### src/rtl/sdram_arbiter.sv
// sdram_arbiter
// Shares one SDRAM controller port between a ROM-download write port and
// four read clients (CPU program ROM, tile ROM, sprite ROM, sound ROM).
// Requests are taken one at a time. The controller's ack/valid/q are
// routed back to whichever client holds the grant. New read grants are
// held off while a download is in progress.
//
// Optional feature macro: SDRAM_ARBITER_ROUND_ROBIN_EN
//   defined   : read clients are arbitrated round-robin. The search starts
//               at a pointer that moves past the last granted client.
//   undefined : fixed priority, client 0 highest. No pointer register.
//   The download port always has top priority, and download gating
//   applies in both builds.
//
// Ports
//   clk, reset             system clock; synchronous active-high reset
//   dl_req/addr/data       download write request (level, held to dl_ack)
//   dl_ack                 one-cycle pulse, write accepted by controller
//   download               download in progress, inhibits new read grants
//   rd_req[3:0]            per-client read requests (level, held to rd_ack)
//   rd_addr                packed client addresses, n at [n*AW +: AW]
//   rd_ack[3:0]            one-hot pulse, client request accepted
//   rd_valid[3:0]          one-hot pulse, rd_q holds that client's data
//   rd_q                   shared read data
//   sdram_*                controller request/response port
//
// States
//   S_IDLE | arbitrate pending requests, issue the winner next cycle
//   S_REQ  | sdram_req held with stable addr/data/we until sdram_ack
//   S_WAIT | read accepted, waiting for sdram_valid

module sdram_arbiter #(
  parameter int ADDR_WIDTH  = 23,
  parameter int DATA_WIDTH  = 32,
  parameter int NUM_CLIENTS = 4
) (
  input  logic                              clk,
  input  logic                              reset,
  input  logic                              dl_req,
  input  logic [ADDR_WIDTH-1:0]             dl_addr,
  input  logic [DATA_WIDTH-1:0]             dl_data,
  output logic                              dl_ack,
  input  logic                              download,
  input  logic [NUM_CLIENTS-1:0]            rd_req,
  input  logic [NUM_CLIENTS*ADDR_WIDTH-1:0] rd_addr,
  output logic [NUM_CLIENTS-1:0]            rd_ack,
  output logic [NUM_CLIENTS-1:0]            rd_valid,
  output logic [DATA_WIDTH-1:0]             rd_q,
  output logic [ADDR_WIDTH-1:0]             sdram_addr,
  output logic [DATA_WIDTH-1:0]             sdram_data,
  output logic                              sdram_we,
  output logic                              sdram_req,
  input  logic                              sdram_ack,
  input  logic                              sdram_valid,
  input  logic [DATA_WIDTH-1:0]             sdram_q
);

  localparam int IDX_W = $clog2(NUM_CLIENTS);
  localparam logic [NUM_CLIENTS-1:0] ONE_HOT0 = NUM_CLIENTS'(1);

  typedef enum logic [1:0] {
    S_IDLE = 2'd0,
    S_REQ  = 2'd1,
    S_WAIT = 2'd2
  } state_t;

  state_t                  state_q, state_d;
  logic                    grant_dl_q, grant_dl_d;
  logic [IDX_W-1:0]        grant_q, grant_d;
  logic                    sdram_req_d, sdram_we_d, dl_ack_d;
  logic [ADDR_WIDTH-1:0]   sdram_addr_d;
  logic [DATA_WIDTH-1:0]   sdram_data_d, rd_q_d;
  logic [NUM_CLIENTS-1:0]  rd_ack_d, rd_valid_d;

  // A requester whose ack is on the output this cycle is still holding its
  // level request; mask it so it is not granted a second time.
  logic                    dl_pend;
  logic [NUM_CLIENTS-1:0]  rd_pend;
  logic                    rd_hit;
  logic [IDX_W-1:0]        rd_sel;

  assign dl_pend = dl_req & ~dl_ack;
  assign rd_pend = download ? '0 : (rd_req & ~rd_ack);

`ifdef SDRAM_ARBITER_ROUND_ROBIN_EN
  logic [IDX_W-1:0] rr_ptr_q, rr_ptr_d;

  // Scan downward so the client closest to the pointer wins. The index
  // wraps naturally because NUM_CLIENTS is a power of two.
  always_comb begin
    rd_hit = 1'b0;
    rd_sel = '0;
    for (int k = NUM_CLIENTS - 1; k >= 0; k--) begin
      if (rd_pend[rr_ptr_q + IDX_W'(k)]) begin
        rd_hit = 1'b1;
        rd_sel = rr_ptr_q + IDX_W'(k);
      end
    end
  end
`else
  always_comb begin
    rd_hit = 1'b0;
    rd_sel = '0;
    for (int k = NUM_CLIENTS - 1; k >= 0; k--) begin
      if (rd_pend[k]) begin
        rd_hit = 1'b1;
        rd_sel = IDX_W'(k);
      end
    end
  end
`endif

  always_comb begin
    state_d      = state_q;
    grant_dl_d   = grant_dl_q;
    grant_d      = grant_q;
    sdram_req_d  = sdram_req;
    sdram_addr_d = sdram_addr;
    sdram_data_d = sdram_data;
    sdram_we_d   = sdram_we;
    dl_ack_d     = 1'b0;
    rd_ack_d     = '0;
    rd_valid_d   = '0;
    rd_q_d       = rd_q;
`ifdef SDRAM_ARBITER_ROUND_ROBIN_EN
    rr_ptr_d     = rr_ptr_q;
`endif
    unique case (state_q)
      S_IDLE: begin
        if (dl_pend) begin
          grant_dl_d   = 1'b1;
          sdram_req_d  = 1'b1;
          sdram_addr_d = dl_addr;
          sdram_data_d = dl_data;
          sdram_we_d   = 1'b1;
          state_d      = S_REQ;
        end else if (rd_hit) begin
          grant_dl_d   = 1'b0;
          grant_d      = rd_sel;
          sdram_req_d  = 1'b1;
          sdram_addr_d = rd_addr[int'(rd_sel)*ADDR_WIDTH +: ADDR_WIDTH];
          sdram_data_d = '0;
          sdram_we_d   = 1'b0;
          state_d      = S_REQ;
`ifdef SDRAM_ARBITER_ROUND_ROBIN_EN
          rr_ptr_d     = rd_sel + IDX_W'(1);
`endif
        end
      end
      S_REQ: begin
        if (sdram_ack) begin
          sdram_req_d = 1'b0;
          if (grant_dl_q) begin
            dl_ack_d = 1'b1;
            state_d  = S_IDLE;
          end else begin
            rd_ack_d = ONE_HOT0 << grant_q;
            state_d  = S_WAIT;
          end
        end
      end
      S_WAIT: begin
        if (sdram_valid) begin
          rd_q_d     = sdram_q;
          rd_valid_d = ONE_HOT0 << grant_q;
          state_d    = S_IDLE;
        end
      end
      default: state_d = S_IDLE;
    endcase
  end

  always_ff @(posedge clk) begin
    if (reset) begin
      state_q    <= S_IDLE;
      grant_dl_q <= 1'b0;
      grant_q    <= '0;
      sdram_req  <= 1'b0;
      sdram_addr <= '0;
      sdram_data <= '0;
      sdram_we   <= 1'b0;
      dl_ack     <= 1'b0;
      rd_ack     <= '0;
      rd_valid   <= '0;
      rd_q       <= '0;
`ifdef SDRAM_ARBITER_ROUND_ROBIN_EN
      rr_ptr_q   <= '0;
`endif
    end else begin
      state_q    <= state_d;
      grant_dl_q <= grant_dl_d;
      grant_q    <= grant_d;
      sdram_req  <= sdram_req_d;
      sdram_addr <= sdram_addr_d;
      sdram_data <= sdram_data_d;
      sdram_we   <= sdram_we_d;
      dl_ack     <= dl_ack_d;
      rd_ack     <= rd_ack_d;
      rd_valid   <= rd_valid_d;
      rd_q       <= rd_q_d;
`ifdef SDRAM_ARBITER_ROUND_ROBIN_EN
      rr_ptr_q   <= rr_ptr_d;
`endif
    end
  end

endmodule

### config.mk
export PLATFORM = sky130hd
export DESIGN_NAME = sdram_arbiter
export DESIGN_NICKNAME = d
export VERILOG_FILES = /design/src/rtl/sdram_arbiter.sv
export SDC_FILE = /design/constraint.sdc
export NUM_CORES = 1
export LEC_CHECK = 0
export ABC_AREA = 0
export CORE_ASPECT_RATIO = 0.8
export CORE_MARGIN = 5
export CORE_UTILIZATION = 41
export CTS_CLUSTER_SIZE = 40
export DETAILED_ROUTE_END_ITERATION = 10
export PLACE_DENSITY = 0.95
export SYNTH_ARGS = -nofsm -noshare
export SYNTH_HDL_FRONTEND = slang
export SYNTH_SLANG_ARGS = --single-unit
### constraint.sdc
create_clock -name clk -period 2.6 [get_ports clk]
set_clock_uncertainty 0.2 [all_clocks]
set_input_delay 0.52 -clock clk [delete_from_list [all_inputs] [get_ports clk]]
set_output_delay 0.52 -clock clk [all_outputs]
set_load 0.03 [all_outputs]
# ---- Word-level counts from Yosys, hierarchy flattened
# Index checks and enable logic that the tools add are counted.
dict set report word_totals {
  in_bits 189
  out_inout_bits 98
  reg_bits 102
}
dict set report classes {
  n_mux 26
  shifts 2
  bitwise 9
  multipliers 1
  n_eq_ne 5
  reduce_logical 11
}
# operator count
set op_table {}
lappend op_table {{$shiftx A92 B8 Y23} 1}
lappend op_table {{$mux W32} 2}
lappend op_table {{$mux W23} 2}
lappend op_table {{$mux W2} 9}
lappend op_table {{$mux W1} 10}
lappend op_table {{$reduce_and A3 Y1} 3}
lappend op_table {{$mul A2 B5 Y7 const B} 1}
lappend op_table {{$not A1 Y1} 6}
lappend op_table {{$pmux W2 S3} 1}
lappend op_table {{$reduce_or A3 Y1} 2}
lappend op_table {{$and A4 B4 Y4} 1}
lappend op_table {{$mux W4} 1}
lappend op_table {{$ne A2 B2 Y1 const B} 2}
lappend op_table {{$not A4 Y4} 1}
lappend op_table {{$reduce_and A2 Y1} 2}
lappend op_table {{$reduce_bool A2 Y1} 2}
lappend op_table {{$reduce_or A4 Y1} 1}
lappend op_table {{$shl A1 B2 Y4 const A} 1}
lappend op_table {{$ne A3 B3 Y1 const B} 1}
lappend op_table {{$eq A2 B1 Y1 const B} 1}
lappend op_table {{$eq A2 B2 Y1 const B} 1}
lappend op_table {{$logic_not A2 Y1} 1}
lappend op_table {{$pmux W1 S2} 1}
lappend op_table {{$and A1 B1 Y1} 1}

# ---- Longest topological paths before layout
dict set report logic_depth {
  word_depth 11
  mapped_depth 7
  ltp_nobuf 5
}

# ---- Worst setup path after synthesis
# OpenSTA, ideal clock, no wires.
dict set report synth_timing {
  path_kind {reg-to-reg}
  startpoint {register rd_ack[1]}
  endpoint {register sdram_addr[4]}
  setup_time_ns 0.103
  stages_incl_launch_ff 7
  setup_slack_ns 0.669
  arrival_ns 1.628
  synth_period_minus_slack_ns 1.931
  path_cell_list {dfxtp_1 -> nand2b_4 -> a21boi_4 -> buf_6 -> o21ai_1 -> a21o_1 -> a2111oi_2}
}
dict set report synth_via {
  elab_chain_len 9
}
# item line
set synth_lines {}
lappend synth_lines {{start, declared} 46} ;# output logic [NUM_CLIENTS-1:0] rd_ack,
lappend synth_lines {{start signal, assigned} 198} ;# rd_ack <= rd_ack_d;
lappend synth_lines {{$not A4 Y4 *} 83} ;# assign rd_pend = download ? '0 : (rd_req & ~rd_ack);
lappend synth_lines {{$and A4 B4 Y4 *} 83}
lappend synth_lines {{$mux W4 *} 83}
lappend synth_lines {{$mux W2 (2 in a row)} 105} ;# if (rd_pend[k]) begin
lappend synth_lines {{$mul A2 B5 Y7} 141} ;# sdram_addr_d = rd_addr[int'(rd_sel)*ADDR_WIDTH +: ADDR_WIDTH];
lappend synth_lines {{$shiftx A92 B8 Y23} 141}
lappend synth_lines {{$mux W23} 137} ;# end else if (rd_hit) begin
lappend synth_lines {{$mux W23} 130} ;# if (dl_pend) begin
lappend synth_lines {{end signal, assigned} 194} ;# sdram_addr <= sdram_addr_d;
lappend synth_lines {{end, declared} 49} ;# output logic [ADDR_WIDTH-1:0] sdram_addr,
# Every way passes the cells marked *; elsewhere a longest branch is shown, timed or not. The select of a mux whose other input is x is not followed.
# A chain may end at the register's enable or synchronous reset.

# ---- Worst setup path in the final report
dict set report layout_timing {
  startpoint {input download}
  endpoint {register sdram_addr[2]}
}
dict set report layout_via {
  elab_chain_len 9
}
# item line
set layout_lines {}
lappend layout_lines {{start, declared} 43} ;# input logic download,
lappend layout_lines {{$mux W4 *} 83}
lappend layout_lines {{$mux W2 (4 in a row)} 105}
lappend layout_lines {{$mul A2 B5 Y7} 141}
lappend layout_lines {{$shiftx A92 B8 Y23} 141}
lappend layout_lines {{$mux W23} 137}
lappend layout_lines {{$mux W23} 130}
# Marks and branches as above.

==> qor.yml <==
outcome:
  status: "finished, final reports clean"
min_path:
  hp-class: "flip-flop to flip-flop"
  holdPathStages: 2
finish:
  area_growth_pct: 71.1
  fin_cells: 978
  fin_nets: 1013
  seqCellArea_sq_mm: 0.00204
  fin_area_sq_mm: 0.00809
  multiInputGateArea_sq_mm: 0.00244
  utilization_pct: 71.1
  nFillCells: 831
  drive_gt1_share_pct: 8.93
clock_network:
  clockBufferDepth: 2
  cts.clk_slew.worst_paths_ns: 0.08
  cts_buffers: 9
  htree_levels: 3
  clk_latency_ns: 0.34
  root_buffer: "clkbuf_16"
  cts_hold_buf: 0
  cts_tree: "built"
  clock_sinks: 102
  cts_resized: 0
  postCtsSetupBuffers: 0
die:
  initial_core_util_pct: 41.5
  die_w_um: 130
  die_y_um: 106
  core_sq_mm: 0.0114
  io_pins: 287
  fp-row-count: 35
  die_area_sq_mm: 0.0138
synth:
  synth_nets: 746
  syn_inst: 557
  synth_commonest_cells: "dfxtp_1, nor2_1, nand2_1"
  synth-async-reset-ratio_pct: 0
  ys_types: 52
  synth.most_common_cell: "dfxtp_1"
  synth_top_area_share_pct: 43.2
  synth_seq_cells: 102
  synthesis.area_sq_mm: 0.00473
  synth_area_leaders: "dfxtp_1, nor2_1, nand2_1"
  yosys.area.top_type: "dfxtp_1"
  synth-edff-count: 0
  ys_seq_area_share_pct: 43.2
  synthFlopType: "dfxtp_1"
  yosys_warnings: 0
  avgSynthCellArea_sq_um: 8.49
place:
  gp_congestion: 0.920
  place_ws_ns: -0.0604
  portBuffers: 286
  dpl.cell_count: 961
  place_area_sq_mm: 0.00779
  dp_hpwl_mm: 13.6
setup_path:
  end_kind: "flip-flop"
  cp.arrival_ns: 2.34
  required_ns: 2.64
  cpPeakStageDelay_ns: 0.55
  worstSetupPathType: "input port to flip-flop"
  crit_family: "buffers and inverters"
  crit_path_max_fanout: 14
  r2r_cells: 6
  cp_num_buf_inv: 2
  startpoint_type: "input port"
  path_depth: 6
  crit_slowest_cell: "clkdlybuf4s50_1"
  worstPathCellList: "clkdlybuf4s50_1 > inv_2 > nand2_2 > nor2_2 > a221oi_1 > a2111oi_2"
timing:
  slew_headroom_pct: 69.8
  min_period_ns: 2.31
  setup_tns_ns: 0
  worst_slew_pin_slew_ns: 0.452
  period_share_pct: 88.7
  setup_viol: 0
  rsz0062_at_grt: "false"
  setup_ws_ns: 0.294
  hold_viol: 0
  fmax_ghz: 0.434
  hold_slack_ns: 0.255
  slew_violations: 0
routing:
  drc: 0
  drtAntennaViolNets: 0
  routed_wl_mm: 18.3
  dr_total_vias: 5255
  routed_via_density: 5.37
  dr.pass1.iters: 5
  drtIter0Drc: 398
  wl_per_cell_um: 18.7
global_routing:
  grt_max_degree: 77
  grt_pass1_vias: 5415
  grt_pass1_wl_mm: 28.0
  gr-total-overflow: 0
  grt_usage_pct: 25.6
  grt_antenna_before_repair: 1
power_and_ir_drop:
  ir_drop_mv: 0.448
  cellLeakagePower_nw: 2.89
  p_per_area_mw_per_mm2: 536
  totalPowerFinal_mw: 4.34
flow_run:
  maxCapViolations: 0
[worst min-delay path: stages, from the launching register on]
cell     delay, ns
dfxtp_1       0.31
nand2_1       0.05
a21oi_1       0.05
[flip-flops by register name, summed over array words and instances, names as in the netlist]
| register | count |
|---|---|
| sdram_data | 32 |
| grant_dl_q | 1 |
| rd_valid | 4 |
| rd_q | 32 |
| sdram_req | 1 |
| sdram_addr | 23 |
| rd_ack | 4 |
| grant_q | 2 |
| dl_ack | 1 |
| state_q | 2 |
[placed cells by master (no fill, tap or decap), types with 3 or more instances in the layout]
master             n
a311oi_1           7
nand2_1           67
nand3_1           24
nand2b_4           4
a2111oi_2          8
o21ai_1           20
nor2_1            72
buf_12             9
a311oi_2           5
a21boi_1           3
buf_4             12
dfxtp_1          102
a221oi_1          10
clkbuf_16          9
o21ai_0           18
a22oi_1           33
a21o_1            22
clkdlybuf4s50_1  285
a21boi_0          10
nor3_1             5
and3_1            13
a21oi_1           49
[cells by family after synthesis]
kind of cell	share of synthesized area [%]
flip-flops	43.2
AND/OR/NAND/NOR	20.6
buffers and inverters	5.69
multiplexers	0.212
AO/OA/AOI/OAI	30.3
[power breakdown]
part	leakage [nW]	internal, mW	switching (mW)	total, mW
sequential	0.833	1.66	0.0648	1.73
clock	0.143	0.681	0.673	1.35
combinational	1.92	0.631	0.625	1.26
[worst paths after layout]
kind | slack [ns] | start | endpoint
max | 0.29 | download | sdram_addr[2]
min reg2reg | 0.26 | rd_q[12] | rd_q[12]
min | 0.26 | rd_q[12] | rd_q[12]
max reg2reg | 0.63 | rd_ack[3] | sdram_addr[12]
[layer usage]
layer  vias to the layer above  share of wire [%]  track usage [%]
met5                         -                  0                0
met4                         0                4.0             10.2
met3                        45                 12             11.5
met2                       257                 47             42.9
met1                      2420                 37             28.2
li1                       2533                  -                -
[final cells by class]
cell class / instances / share of cell area (%)
clock inverters: 7 / 0.897
multi-input cells: 404 / 30.1
inverters: 1 / 0.0464
well taps: 148 / 2.29
diodes: 1 / 0.0309
clock buffers: 9 / 2.78
repair buffers: 306 / 38.6
flip-flops and latches: 102 / 25.2
No activity file was read; power rests on OpenSTA's default activity.
